### config.mk
export PLATFORM = sky130hd
export DESIGN_NAME = audio_sample_pacer
export DESIGN_NICKNAME = d
export VERILOG_FILES = /design/src/rtl/audio_pkg.sv /design/src/rtl/audio_tick_gen.sv /design/src/rtl/audio_sample_pacer.sv
export SDC_FILE = /design/constraint.sdc
export NUM_CORES = 1
export LEC_CHECK = 0
export BUFFER_PORTS_ARGS = -buffer_cell sky130_fd_sc_hd__clkbuf_2
export CAP_MARGIN = 40
export CORE_MARGIN = 1
export CORE_UTILIZATION = 50
export CTS_CLUSTER_DIAMETER = 150
export DETAILED_ROUTE_END_ITERATION = 10
export PLACE_DENSITY = 0.84
export RECOVER_POWER = 50
export SYNTH_ARGS = -nofsm -noshare
export SYNTH_HDL_FRONTEND = slang
export SYNTH_HIERARCHICAL = 1
export SYNTH_SLANG_ARGS = --single-unit
### constraint.sdc
create_clock -name clk_pixel -period 2.75 [get_ports clk_pixel]
set_input_delay 0.1375 -clock clk_pixel [delete_from_list [all_inputs] [get_ports clk_pixel]]
set_output_delay 0.1375 -clock clk_pixel [all_outputs]
set_load 0.1 [all_outputs]
### src/rtl/audio_pkg.sv
// Purpose : shared types and constants for the audio sample pacer.
// Latency : n/a (types, constants and one pure helper function).
// Backpressure: n/a.
package audio_pkg;

    // One PCM sample word, two's complement.
    typedef logic signed [15:0] sample_t;

    // Playback state machine encoding.
    typedef enum logic [1:0] {
        ST_IDLE     = 2'd0,
        ST_PLAY     = 2'd1,
        ST_UNDERRUN = 2'd2
    } state_t;

    // Pixel-clock cycles per 48 kHz sample period for common video modes.
    localparam int DIV_720P  = 1562;
    localparam int DIV_1080P = 3125;

    // One step of the underrun fade: halve the sample, keeping its sign,
    // so a held value decays toward 0 (positive) or -1 (negative).
    function automatic sample_t fade_step(input sample_t s);
        return s >>> 1;
    endfunction

endpackage

### src/rtl/audio_tick_gen.sv
// Purpose : free-running sample-rate divider producing a one-cycle tick and a ~50% audio clock.
// Latency : tick is combinational from the counter; clk_audio is registered.
// Backpressure: none; runs every clk_pixel cycle regardless of downstream state.
//
// Ports:
//   clk_pixel  - sole clock, rising edge
//   reset_n    - synchronous active-low reset
//   tick       - high for the one cycle where the counter equals DIV-1
//   clk_audio  - high while the counter is in the upper half of its range
module audio_tick_gen #(
    parameter int DIV = 1562
) (
    input  logic clk_pixel,
    input  logic reset_n,
    output logic tick,
    output logic clk_audio
);

    localparam int CNT_W = (DIV > 1) ? $clog2(DIV) : 1;
    localparam logic [CNT_W-1:0] CNT_LAST = CNT_W'(DIV - 1);
    localparam logic [CNT_W-1:0] CNT_HALF = CNT_W'(DIV / 2);

    logic [CNT_W-1:0] counter_q;
    logic [CNT_W-1:0] counter_d;
    logic             clk_audio_q;
    logic             clk_audio_d;

    always_comb begin
        counter_d   = (counter_q == CNT_LAST) ? '0 : counter_q + CNT_W'(1);
        // Compare against the next count so clk_audio is aligned with counter_q.
        clk_audio_d = (counter_d >= CNT_HALF);
    end

    always_ff @(posedge clk_pixel) begin
        if (!reset_n) begin
            counter_q   <= '0;
            clk_audio_q <= 1'b0;
        end else begin
            counter_q   <= counter_d;
            clk_audio_q <= clk_audio_d;
        end
    end

    assign tick      = (counter_q == CNT_LAST);
    assign clk_audio = clk_audio_q;

endmodule

### src/rtl/audio_sample_pacer.sv
// Purpose : paces stereo samples out of an external FIFO at the audio sample rate (IDLE/PLAY/UNDERRUN).
// Latency : fifo_rden on the tick cycle, samples and strobe visible 2 cycles after the tick.
// Backpressure: reads only when the FIFO is non-empty; an empty FIFO on a tick counts an underrun.
//
// Ports:
//   clk_pixel, reset_n         - clock and synchronous active-low reset
//   enable                     - playback enable; low forces IDLE and zero samples
//   fifo_q/fifo_empty/level    - FIFO read data ([31:16] right, [15:0] left), empty flag, word count
//   fifo_rden                  - one-cycle FIFO read pulse (read latency 1)
//   clk_audio                  - derived sample clock
//   sample_left/right, strobe  - current samples and their update pulse
//   underrun_count, playing    - saturating underrun counter, high in PLAY
// Build option: define AUDIO_FADE_EN to decay held samples by half on each underrun tick.
module audio_sample_pacer
    import audio_pkg::*;
#(
    parameter int DIV     = 1562,
    parameter int PREFILL = 256,
    parameter int LEVEL_W = 11
) (
    input  logic               clk_pixel,
    input  logic               reset_n,
    input  logic               enable,
    input  logic [31:0]        fifo_q,
    input  logic               fifo_empty,
    input  logic [LEVEL_W-1:0] fifo_level,
    output logic               fifo_rden,
    output logic               clk_audio,
    output logic [15:0]        sample_left,
    output logic [15:0]        sample_right,
    output logic               sample_strobe,
    output logic [15:0]        underrun_count,
    output logic               playing
);

    localparam logic [LEVEL_W-1:0] PREFILL_LVL = LEVEL_W'(PREFILL);

    logic tick;

    audio_tick_gen #(
        .DIV (DIV)
    ) u_tick_gen (
        .clk_pixel (clk_pixel),
        .reset_n   (reset_n),
        .tick      (tick),
        .clk_audio (clk_audio)
    );

    state_t      state_q,          state_d;
    sample_t     left_q,           left_d;
    sample_t     right_q,          right_d;
    logic        strobe_q,         strobe_d;
    logic        rd_pend_q,        rd_pend_d;
    logic        playing_q,        playing_d;
    logic [15:0] underrun_count_q, underrun_count_d;
    logic        rden_c;

    always_comb begin
        state_d          = state_q;
        left_d           = left_q;
        right_d          = right_q;
        strobe_d         = 1'b0;
        rd_pend_d        = 1'b0;
        underrun_count_d = underrun_count_q;
        rden_c           = 1'b0;

        if (!enable) begin
            // Disable wins over a coincident tick and drops any read in flight.
            state_d = ST_IDLE;
            left_d  = '0;
            right_d = '0;
        end else begin
            // Data requested last cycle is on fifo_q now.
            if (rd_pend_q) begin
                left_d   = sample_t'(fifo_q[15:0]);
                right_d  = sample_t'(fifo_q[31:16]);
                strobe_d = 1'b1;
            end

            if (tick) begin
                unique case (state_q)
                    ST_IDLE: begin
                        if (!fifo_empty && (fifo_level >= PREFILL_LVL)) begin
                            rden_c  = 1'b1;
                            state_d = ST_PLAY;
                        end
                    end
                    ST_PLAY, ST_UNDERRUN: begin
                        if (!fifo_empty) begin
                            rden_c  = 1'b1;
                            state_d = ST_PLAY;
                        end else begin
                            state_d = ST_UNDERRUN;
                            if (underrun_count_q != 16'hFFFF) begin
                                underrun_count_d = underrun_count_q + 16'd1;
                            end
`ifdef AUDIO_FADE_EN
                            left_d   = fade_step(left_q);
                            right_d  = fade_step(right_q);
                            strobe_d = 1'b1;
`endif
                        end
                    end
                    default: state_d = ST_IDLE;
                endcase
            end

            rd_pend_d = rden_c;
        end

        playing_d = (state_d == ST_PLAY);
    end

    always_ff @(posedge clk_pixel) begin
        if (!reset_n) begin
            state_q          <= ST_IDLE;
            left_q           <= '0;
            right_q          <= '0;
            strobe_q         <= 1'b0;
            rd_pend_q        <= 1'b0;
            playing_q        <= 1'b0;
            underrun_count_q <= '0;
        end else begin
            state_q          <= state_d;
            left_q           <= left_d;
            right_q          <= right_d;
            strobe_q         <= strobe_d;
            rd_pend_q        <= rd_pend_d;
            playing_q        <= playing_d;
            underrun_count_q <= underrun_count_d;
        end
    end

    // The read must land on the tick cycle itself, so it is decoded from the
    // current tick/enable/empty rather than registered; reset masks it.
    assign fifo_rden      = rden_c & reset_n;
    assign sample_left    = left_q;
    assign sample_right   = right_q;
    assign sample_strobe  = strobe_q;
    assign underrun_count = underrun_count_q;
    assign playing        = playing_q;

endmodule

==> run_results.csv <==
group,metric,value,unit
clocking,cts_max_path_buffers,2,
global_routing,grt_antenna_before_repair,0,
die,dieWidth,78.05,µm
synthesis,yosysUniqueCellTypes,50,
route,num_vias,2530,
worst_setup_path,worstPathRequired,3.01,ns
synthesis,syn-cell-area,0.002892,mm²
layout,fin_nets,442,
synthesis,yosysMostFrequentCell,"dfxtp_1",
pwr,p_leak,1.351,nW
clocking,cts_root_buf,"clkbuf_8",
timing,period_needed,2.441,ns
global_routing,grt-busiest-layer,"met2",
timing,setup_tns,0,ns
route,vias_per_cell,5.418,
route,drcViolationCount,0,
clocking,postCtsSetupRepairBufs,0,
timing,hold_violations,0,
status,violations,"capacitance limit, slew limit",
route,finalWirelength,6.154,mm
synthesis,yosys_warnings,6,
clocking,htreeDepth,3,
route,wl_per_cell,13.18,µm
synthesis,ys_top_cells_by_count,"65 x dfxtp_1, 43 x nor2_1, 38 x mux2i_1",
pwr,powerDensity,527.9,mW/mm²
run,drv_cap,1,
die,num_rows,27,
synthesis,synth.area.top_cells,"dfxtp_1 45%, mux2i_1 13%, nor2_1 5.6%, nand2_1 2.3%, ha_1 2.2%",
layout,drive_gt1_share,24.81,%
layout,syn_to_final_growth,24.45,%
placement,dpl.hpwl,4.371,mm
timing,drv_slew,28,
synthesis,ys_ff_latch,65,
clocking,clock_latency,0.34,ns
placement,numPortBuffers,90,
die,die_y,78.05,µm
layout,n_fill_cell,472,
synthesis,synth_edf_count,0,
die,initial_utilization,52.19,%
placement,place.gp.congestion,0.8180,
clocking,cts_made_buffers,9,
synthesis,yosysSeqAreaShare,45.00,%
pwr,ir_drop,297.8,µV
worst_setup_path,worstPathArrival,2.70,ns
timing,max_freq,0.4097,GHz
die,ios,99,
global_routing,grt_use_met2,37.02,%
route,firstDrtPassIters,4,
synthesis,synth_fp_nets,352,
status,status,"complete, but fails checks",
synthesis,synthCells,300,
die,coreArea,0.005540,mm²
timing,slew_headroom,-21.81,%
timing,tightest_slew,1.827,ns
global_routing,overflow,0,
timing,fin_skew,0.01155,ns
timing,rsz0062_at_grt,"false",
synthesis,synth_top_area_cell,"dfxtp_1",
synthesis,synth-main-ff-cell,"dfxtp_1",
global_routing,track_usage,20.86,%
worst_setup_path,critical_path_class,"reg -> reg",
clocking,cts.repair.resized,0,
clocking,clock_sinks,65,
global_routing,grt_pass1_wl,9.977,mm
timing,fin_crit_sh,88.77,%
clocking,path_clk_slew,0.08,ns
layout,final_area,0.003598,mm²
placement,place_area,0.003428,mm²
route,first_iter_violations,142,
synthesis,synthArstFlopShare,0,%
timing,finalSetupViolCount,0,
min_path,min_path_type,"in -> reg",
pwr,power,1.900,mW
synthesis,syn_area_per_cell,9.638,µm²
route,ant_nets,0,
global_routing,grt_pass1_vias,2286,
worst_setup_path,start_kind,"flop",
clocking,postCtsHoldBufs,0,
worst_setup_path,cp-end-kind,"flop",
synthesis,synth_top_area_share,45.00,%
global_routing,met3_usage,6.163,%
die,die-area,0.006091,mm²
global_routing,met1_usage,23.28,%
worst_setup_path,crit_path_max_fanout,10,
layout,diodes,0,
clocking,cts_tree,"built",
global_routing,grt_max_degree,36,
critical path, stage by stage, from the launching register on:
cell,delay (ns)
dfxtp_1,0.43
ha_1,0.22
nand2_1,0.10
nor4_4,0.38
and4_1,0.47
nand2_1,0.22
nor4_1,0.34
mux2i_1,0.22
where the power goes:
group	total, mW	switching (mW)	internal (mW)
clock	0.881	0.371	0.510
sequential	0.952	0.00725	0.944
combinational	0.0670	0.0353	0.0317
total	1.90	0.414	1.49
state kept, by name (all words and copies together) (netlist names):
| name | cells |
|---|---|
| u_tick_gen/counter_q | 11 |
| sample_left | 16 |
| sample_strobe | 1 |
| state_q | 2 |
| rd_pend_q | 1 |
| sample_right | 16 |
| playing | 1 |
| underrun_count | 16 |
| u_tick_gen/clk_audio | 1 |
path summary, 6_finish.rpt:
path                                      startpoint                              end  slack (ns)  depth (start not counted)
setup / recovery  u_tick_gen/counter_q[0]$_SDFF_PN0_  underrun_count[12]$_SDFFE_PN0P_        0.31                          7
hold reg to reg          sample_left[6]$_SDFFE_PN0P_      sample_left[6]$_SDFFE_PN0P_        0.50                          2
hold / removal                            fifo_q[26]    sample_right[10]$_SDFFE_PN0P_        0.03                          3
setup reg to reg  u_tick_gen/counter_q[0]$_SDFF_PN0_  underrun_count[12]$_SDFFE_PN0P_        0.31                          7
routing by layer:
layer | wire length, µm | part of all wire (%) | up-vias
li1 | - | - | 1259
met1 | 2738 | 44 | 1199
met2 | 3125 | 51 | 65
met3 | 220 | 3.6 | 7
met4 | 70 | 1.1 | 0
met5 | 0 | 0 | -
logic make-up (layout without fill, tap and decap cells):
kind of cell	Yosys count	after routing	synth area share, %
fa+ha+maj	5	5	2.164
compound gates	46	46	12.77
buf+inv	19	114	3.029
mux	38	38	13.15
xor+xnor	5	5	1.514
simple gates	122	122	22.37
flops	65	65	45.00
stage by stage:
stage	hold slack [ns]	std cells	setup slack [ns]	util, %
floorplan	0.2847	300	0.08053	-
global placement	0.3709	450	0.4165	61.52
detailed placement	0.3832	451	0.3375	61.88
CTS	0.01972	467	0.3115	65.83
global route	0.03079	467	0.04817	64.95
finish	0.03134	467	0.3089	64.95
cell type report:
class / instances / area (µm²) / area share [%]
Timing Repair Buffer: 92 / 432.9 / 12.03
Tap cell: 72 / 90.09 / 2.503
Inverter: 6 / 22.52 / 0.6259
Clock buffer: 9 / 123.9 / 3.442
Sequential cell: 65 / 1301 / 36.16
Multi-Input combinational cell: 216 / 1533 / 42.59
Clock inverter: 7 / 95.09 / 2.643
layout by cell type, fill, tap and decap left out, types with 3 or more instances in the layout:
master    count
nor2_1       43
ha_1          5
xnor2_1       4
nor4_1        3
and3_1        5
nand2_1      18
nand3_1      10
clkbuf_2     64
nand4_1       8
clkbuf_8      9
o21ai_0      10
and4_1        3
inv_1         6
nor3_1        3
a211oi_1      4
a21oi_1      10
clkbuf_1     26
nand2b_1      7
mux2i_1      38
dfxtp_1      65
or3_1         8
No activity file was read; power rests on OpenSTA's default activity.
